## config.mk

```make
export PLATFORM = sky130hd
export DESIGN_NAME = branch_resolve
export DESIGN_NICKNAME = d
export VERILOG_FILES = /design/src/rtl/branch_resolve_pkg.sv /design/src/rtl/branch_resolve.sv
export SDC_FILE = /design/constraint.sdc
export NUM_CORES = 1
export LEC_CHECK = 0
export CAP_MARGIN = 20
export CORE_ASPECT_RATIO = 0.6
export CORE_MARGIN = 3
export CORE_UTILIZATION = 53
export CTS_BUF_LIST = sky130_fd_sc_hd__clkbuf_8
export DETAILED_ROUTE_END_ITERATION = 8
export GPL_ROUTABILITY_DRIVEN = 0
export PLACE_DENSITY = 0.88
export SLEW_MARGIN = 40
export SYNTH_ARGS = -nofsm -noshare
export SYNTH_HDL_FRONTEND = slang
export SYNTH_SLANG_ARGS = --single-unit
```

## constraint.sdc

```tcl
create_clock -name clk -period 4.1 [get_ports clk]
set_clock_uncertainty 0.05 [all_clocks]
set_input_delay 0.41 -clock clk [delete_from_list [all_inputs] [get_ports clk]]
set_output_delay 0.41 -clock clk [all_outputs]
set_load 0.005 [all_outputs]
```

## src/rtl/branch_resolve_pkg.sv

```systemverilog
// Shared pipeline definitions: default datapath widths, branch FSM encoding
// and the immediate sign-extend helper that decode also uses.
package branch_resolve_pkg;

    localparam int unsigned BR_ADDR_W = 32;
    localparam int unsigned BR_IMM_W  = 16;

    typedef enum logic {
        IDLE   = 1'b0,
        SHADOW = 1'b1
    } br_state_t;

    function automatic logic [BR_ADDR_W-1:0] sign_extend(input logic [BR_IMM_W-1:0] imm);
        return {{(BR_ADDR_W-BR_IMM_W){imm[BR_IMM_W-1]}}, imm};
    endfunction

endpackage

```

## src/rtl/branch_resolve.sv

```systemverilog
// EX/MEM branch resolution: registers the fetch redirect, drives the IF/ID and
// ID/EX flushes and squashes branches in the shadow of a taken one. BRANCH_BNE_EN adds BNE.
module branch_resolve
    import branch_resolve_pkg::*;
#(
    parameter int unsigned ADDR_W        = BR_ADDR_W,
    parameter int unsigned IMM_W         = BR_IMM_W,
    parameter int unsigned SHADOW_CYCLES = 1
) (
    input  logic              clk,
    input  logic              rst,
    input  logic              stall,
    input  logic              ex_valid,
    input  logic              ex_is_beq,
    input  logic              ex_is_bne,
    input  logic              ex_zero,
    input  logic [ADDR_W-1:0] ex_pc_plus1,
    input  logic [IMM_W-1:0]  ex_imm,
    output logic              PCSrc,
    output logic [ADDR_W-1:0] PC_from_ExMrm,
    output logic              flush_ifid,
    output logic              flush_idex,
    output logic              shadow
);

    br_state_t         state_q, state_d;
    logic [1:0]        shadowCnt_q, shadowCnt_d;
    logic              pcSrc_q, pcSrc_d;
    logic [ADDR_W-1:0] target_q, target_d;
    logic [ADDR_W-1:0] immExt;
    logic [ADDR_W-1:0] branchTarget;
    logic              take;

    generate
        if (ADDR_W == BR_ADDR_W && IMM_W == BR_IMM_W) begin : g_pkgExt
            assign immExt = sign_extend(ex_imm);
        end else begin : g_genericExt
            assign immExt = {{(ADDR_W-IMM_W){ex_imm[IMM_W-1]}}, ex_imm};
        end
    endgenerate

    // Word-addressed PC, so the offset is added unshifted and wraps silently.
    assign branchTarget = ex_pc_plus1 + immExt;

`ifdef BRANCH_BNE_EN
    assign take = ex_valid & ((ex_is_beq & ex_zero) | (ex_is_bne & ~ex_zero));
`else
    logic unusedBne;
    assign unusedBne = ex_is_bne;
    assign take = ex_valid & ex_is_beq & ex_zero;
`endif

    always_comb begin
        state_d     = state_q;
        shadowCnt_d = shadowCnt_q;
        pcSrc_d     = pcSrc_q;
        target_d    = target_q;
        if (!stall) begin
            unique case (state_q)
                IDLE: begin
                    pcSrc_d = 1'b0;
                    if (take) begin
                        state_d     = SHADOW;
                        shadowCnt_d = 2'(SHADOW_CYCLES);
                        pcSrc_d     = 1'b1;
                        target_d    = branchTarget;
                    end
                end
                SHADOW: begin
                    // Wrong-path instructions in EX are ignored entirely here.
                    pcSrc_d = 1'b0;
                    if (shadowCnt_q <= 2'd1) begin
                        state_d     = IDLE;
                        shadowCnt_d = 2'd0;
                    end else begin
                        shadowCnt_d = shadowCnt_q - 2'd1;
                    end
                end
                default: begin
                    state_d     = IDLE;
                    shadowCnt_d = 2'd0;
                    pcSrc_d     = 1'b0;
                end
            endcase
        end
    end

    always_ff @(posedge clk) begin
        if (rst) begin
            state_q     <= IDLE;
            shadowCnt_q <= 2'd0;
            pcSrc_q     <= 1'b0;
            target_q    <= '0;
        end else begin
            state_q     <= state_d;
            shadowCnt_q <= shadowCnt_d;
            pcSrc_q     <= pcSrc_d;
            target_q    <= target_d;
        end
    end

    assign PCSrc         = pcSrc_q;
    assign PC_from_ExMrm = target_q;
    assign flush_ifid    = pcSrc_q;
    assign flush_idex    = pcSrc_q;
    assign shadow        = (state_q == SHADOW);

endmodule
```

==> results of run 1 <==
[metal layers]
layer / vias up / part of all wire, % / global-route usage (%)
li1: 1595 / - / -
met1: 1508 / 45 / 37.20
met2: 216 / 42 / 42.72
met3: 19 / 11 / 6.468
met5: - / 0 / 0
met4: 0 / 1.7 / 8.458
[synth_stat cells (4+ instances only)]
master,n,area [µm²]
nand2_1,62,232.7
a21oi_1,46,230.2
dfxtp_1,36,720.7
ha_1,31,387.9
nor2_1,23,86.33
o21ai_0,15,75.07
buf_2,12,60.06
xnor2_1,12,105.1
nand3_1,11,55.05
clkbuf_1,10,37.54
o21a_1,10,75.07
o21ai_1,10,50.05
xor2_1,10,87.58
a21o_1,9,67.56
inv_1,8,30.03
nand4_1,8,50.05
a31oi_1,6,37.54
and3_1,5,31.28
o31ai_1,5,37.54
or3_1,5,31.28
a21oi_2,4,35.03
and2_1,4,25.02
nand3b_1,4,30.03
nor3_1,4,20.02
o211ai_1,4,30.03
[area by class of cell]
class / count / area, µm² / area share [%]
Clock buffer: 5 / 68.82 / 1.691
Clock inverter: 3 / 42.54 / 1.046
Inverter: 8 / 30.03 / 0.7380
Multi-Input combinational cell: 332 / 2205 / 54.18
Sequential cell: 36 / 720.7 / 17.71
Tap cell: 77 / 96.34 / 2.368
Timing Repair Buffer: 91 / 905.9 / 22.26
[worst max path at each step]
stage                               from                end  slack, ps
after floorplan           ex_pc_plus1[0]  PC_from_ExMrm[30]       1620
after global placement        ex_imm[15]  PC_from_ExMrm[31]        620
after detailed placement      ex_imm[15]  PC_from_ExMrm[31]        580
after CTS                     ex_imm[15]  PC_from_ExMrm[31]        830
after global routing          ex_imm[15]  PC_from_ExMrm[31]        640
final                         ex_imm[15]  PC_from_ExMrm[31]        730
[tightest hold or removal path, cell delays in order (launching register included)]
cell and delay (ps):
dfxtp_1 320, nand2_1 50, o21ai_1 50
[through the flow]
stage               hold WS [ps]  setup WS (ps)
global route               422.7          639.3
finish                     402.2          727.4
CTS                        402.4          825.5
detailed placement         389.1          579.6
floorplan                  391.9           1621
global placement           385.7          618.4
[kinds of logic (layout without fill, tap and decap cells)]
logic type,after synthesis,after routing,synth area share (%)
DFF,36,36,23.48
adders and majority gates,32,32,13.29
xor gates and xnor gates,22,22,6.278
and+or+nand+nor,140,140,21.61
muxes,2,2,0.6523
buffers and inverters,33,107,4.770
AOI/OAI and AO/OA,136,136,29.92
[power by group]
group,switching (mW),internal (mW)
Sequential,0.00614,0.360
Combinational,0.222,0.185
Clock,0.146,0.180
[state kept, by name, indices dropped and copies added, names as in the netlist]
name and cells:
PCSrc 1, PC_from_ExMrm 32, shadow 1, shadowCnt_q 2
==> results.sh, run 1 <==
export IMPL_status="completed"
export IMPL_grtUsageTotal_pct=27.24
export IMPL_hold_class="flip-flop to flip-flop"
export IMPL_fp_coreArea_um2=5330
export IMPL_wl_per_cell_um=16.57
export IMPL_drc=0
export IMPL_yosysWarnings=0
export IMPL_drtIter0Drc=376
export IMPL_holdBufCountCts=0
export IMPL_drive_gt1_share_pct=5.895
export IMPL_syn2layout_area_growth_pct=32.57
export IMPL_arrival_ps=3520
export IMPL_critPathTopFamily="compound AO/OA/AOI/OAI gates"
export IMPL_end_kind="flip-flop"
export IMPL_path_max_fanout=17
export IMPL_ys_ff_latch=36
export IMPL_fp_dieW_um=104.2
export IMPL_relSlewSlack_pct=54.15
export IMPL_setup_tns_final_ps=0
export IMPL_syn_avg_cell_area_um2=7.654
export IMPL_tightest_slew_ps=685.6
export IMPL_maxCapViolations=0
export IMPL_syn_inst=401
export IMPL_min_delay_path_depth=2
export IMPL_fillers=424
export IMPL_ant_nets=0
export IMPL_cts_sinks=36
export IMPL_dieArea_um2=6770
export IMPL_via_per_inst=6.047
export IMPL_antenna_found_initial=0
export IMPL_synth_nets=488
export IMPL_yosysSeqAreaShare_pct=23.48
export IMPL_r2r_setup_slack_ps=1980
export IMPL_antenna_cells=0
export IMPL_nets=561
export IMPL_initial_utilization_pct=57.58
export IMPL_final_cell_mix="89 x clkdlybuf4s50_1, 62 x nand2_1, 46 x a21oi_1"
export IMPL_hold_viol=0
export IMPL_startpoint_type="input pin"
export IMPL_reg2reg_from="shadow"
export IMPL_crit_chain="clkdlybuf4s50_1 -> ha_1 -> a21oi_1 -> o21ai_1 -> and2_1 -> o31ai_1 -> a21boi_1 -> or3_1 -> a221o_1"
export IMPL_rr_endpoint="PC_from_ExMrm[31]"
export IMPL_cts_htree_levels=2
export IMPL_synth_cell_types=58
export IMPL_ff2ff_path_depth=6
export IMPL_p_total_mw=1.099
export IMPL_grt_ovfl_total=0
export IMPL_p_leak_nw=1.566
export IMPL_rsz0062_at_grt="false"
export IMPL_cts_tree="done"
export IMPL_worstPathRequired_ps=4240
export IMPL_slowest_delay_ps=780
export IMPL_layout_cells_non_filler=552
export IMPL_hpwlAfterDp_mm=7.182
export IMPL_io_buffers=89
export IMPL_vias=3338
export IMPL_io_pins=91
export IMPL_slowest_stage="clkdlybuf4s50_1"
export IMPL_utilization_pct=76.34
export IMPL_synth_flop_cell="dfxtp_1"
export IMPL_grt_max_degree=25
export IMPL_final_common_cell="clkdlybuf4s50_1"
export IMPL_die_h_um=64.95
export IMPL_final_cell_area_um2=4069
export IMPL_fmax_ghz=0.2965
export IMPL_cts_buffer_depth=2
export IMPL_slew_violations=0
export IMPL_hold_start="PC_from_ExMrm[29]"
export IMPL_critical_path_class="input pin to flip-flop"
export IMPL_ir_drop_mv=0.1604
export IMPL_clk_pin_slew_ps=80
export IMPL_cts_buffers=5
export IMPL_async_flop_share_pct=0
export IMPL_fin_crit_ps=3373
export IMPL_grt_pass1_wl_mm=14.84
export IMPL_dp_cells=544
export IMPL_hold_path_end="PC_from_ExMrm[29]"
export IMPL_drt_wl_total_mm=9.144
export IMPL_finalCritPeriodShare_pct=82.26
export IMPL_post_dp_cell_area_um2=3958
export IMPL_grt_pass1_vias=3119
export IMPL_pwr_density_cell_nw_per_um2=270.1
export IMPL_synth_edf_count=0
export IMPL_post_cts_resized=0
export IMPL_crit_cells=9
export IMPL_dr_pass1_iters=5
export IMPL_synth_area_um2=3069
export IMPL_clk_latency_ps=300
export IMPL_clock_root_buffer="clkbuf_8"
export IMPL_worst_path_buf_inv=1
export IMPL_row_count=20
export IMPL_setup_viol=0
export IMPL_post_cts_buffers=0
No activity file was read; power rests on OpenSTA's default activity.
==> run 2, diff against run 1 <==
CORE_UTILIZATION = 49   (was 53)
PLACE_DENSITY = 0.83   (was 0.88)
clock period = 3.23 ns   (was 4.1 ns; I/O delays follow)
==> results.sh, run 2 (synthesis gave the netlist of run 1 again) <==
export IMPL_status="completed"
export IMPL_ant_nets=0
export IMPL_drive_gt1_share_pct=8.758
export IMPL_syn2layout_area_growth_pct=36.93
export IMPL_grtUsageTotal_pct=24.61
export IMPL_cts_htree_levels=2
export IMPL_layout_cells_non_filler=571
export IMPL_wl_met1_mm=4.517
export IMPL_end_kind="flip-flop"
export IMPL_startpoint_type="input pin"
export IMPL_ir_drop_mv=0.1759
export IMPL_dr_pass1_iters=5
export IMPL_highest_layer="met4"
export IMPL_vias=3344
export IMPL_io_buffers=89
export IMPL_drtIter0Drc=261
export IMPL_post_cts_buffers=0
export IMPL_fp_coreArea_um2=5807
export IMPL_maxCapViolations=0
export IMPL_p_leak_nw=1.648
export IMPL_final_common_cell="clkdlybuf4s50_1"
export IMPL_finalCritPeriodShare_pct=85.59
export IMPL_cts_tree="done"
export IMPL_nets=577
export IMPL_setup_viol=0
export IMPL_crit_chain="clkdlybuf4s50_1 -> ha_1 -> fa_1 -> a211oi_2 -> o21ai_2 -> a21boi_2 -> o21ai_4 -> a41oi_4 -> nand3_1 -> a311oi_2"
export IMPL_slowest_delay_ps=450
export IMPL_rsz0062_at_grt="false"
export IMPL_drc=0
export IMPL_grt_max_degree=24
export IMPL_cts_sinks=36
export IMPL_grt_ovfl_total=0
export IMPL_antenna_found_initial=0
export IMPL_seqCellArea_um2=720.7
export IMPL_slew_violations=0
export IMPL_grt_pass1_wl_mm=14.16
export IMPL_holdBufCountCts=0
export IMPL_tightest_slew_ps=555.4
export IMPL_wl_per_cell_um=15.94
export IMPL_dp_cells=563
export IMPL_hpwlAfterDp_mm=7.308
export IMPL_relSlewSlack_pct=62.98
export IMPL_die_h_um=67.31
export IMPL_grt_pass1_vias=2887
export IMPL_initial_utilization_pct=52.85
export IMPL_dieArea_um2=7281
export IMPL_row_count=21
export IMPL_antenna_cells=0
export IMPL_clock_root_buffer="clkbuf_8"
export IMPL_pwr_density_cell_nw_per_um2=336.5
export IMPL_critical_path_class="input pin to flip-flop"
export IMPL_final_cell_mix="89 x clkdlybuf4s50_1, 62 x nand2_1, 46 x a21oi_1"
export IMPL_hold_class="flip-flop to flip-flop"
export IMPL_worst_path_buf_inv=1
export IMPL_largest_register_ffs=32
export IMPL_via_per_inst=5.856
export IMPL_io_pins=91
export IMPL_critPathTopFamily="compound AO/OA/AOI/OAI gates"
export IMPL_slowest_stage="fa_1"
export IMPL_hold_viol=0
export IMPL_cts_buffers=5
export IMPL_path_max_fanout=6
export IMPL_cts_buffer_depth=2
export IMPL_fin_crit_ps=2764
export IMPL_arrival_ps=2920
export IMPL_clk_latency_ps=290
export IMPL_worstPathRequired_ps=3390
export IMPL_clk_pin_slew_ps=80
export IMPL_fillers=478
export IMPL_wl_met3_um=894
export IMPL_drt_wl_total_mm=9.099
export IMPL_fp_dieW_um=108.2
export IMPL_wl_met2_mm=3.588
export IMPL_post_cts_resized=0
export IMPL_setup_tns_final_ps=0
export IMPL_fmax_ghz=0.3617
export IMPL_multiInputGateArea_um2=2202
run 2: cell count changes in the layout (fill, tap and decap cells not counted):
cell,previous run,this run
buf_12,0,1
buf_4,2,17
nor2_2,1,0
nor2_1,22,23
run 2: cell type report:
class                   count  area share (%)
clock inverters             3           1.012
well taps                  80           2.382
flip-flops and latches     36           17.15
multi-input cells         332           52.40
clock buffers               5           1.637
inverters                   8          0.7145
repair buffers            107           24.71
run 2: tightest hold or removal path: stages (launching register included):
cell     delay (ps)
dfxtp_1         310
nand2_1          50
o21ai_1          50
run 2: final timing paths:
kind / start / to / cells past startpoint / slack, ps
min reg2reg: PC_from_ExMrm[29] / PC_from_ExMrm[29] / 2 / 400
max: ex_pc_plus1[0] / PC_from_ExMrm[30] / 10 / 470
min: PC_from_ExMrm[29] / PC_from_ExMrm[29] / 2 / 400
max reg2reg: shadow / PC_from_ExMrm[27] / 5 / 1210
run 2: routing by layer:
layer,up-vias,track usage [%]
li1,1634,-
met1,1509,37.91
met2,191,35.91
met3,10,3.343
met4,0,5.669
met5,-,0
run 2: through the flow:
stage,hold slack (ps),power [mW],setup slack (ps),area [µm²],utilization (%)
3_5_place_dp,392.8,1.007,192.5,4091,70.46
4_1_cts,403.5,1.405,483.9,4203,72.38
3_3_place_gp,388.9,0.9937,214.9,4091,70.46
5_1_grt,429.5,1.484,320.1,4203,72.38
2_1_floorplan,391.9,0.7989,837.6,3069,-
6_report,403.8,1.414,465.5,4203,72.38
run 2: power by group:
part           internal (mW)  switching, mW  total [mW]
clock                  0.228          0.171       0.400
combinational          0.256          0.293       0.549
sequential             0.457        0.00783       0.465
total                  0.942          0.472        1.41
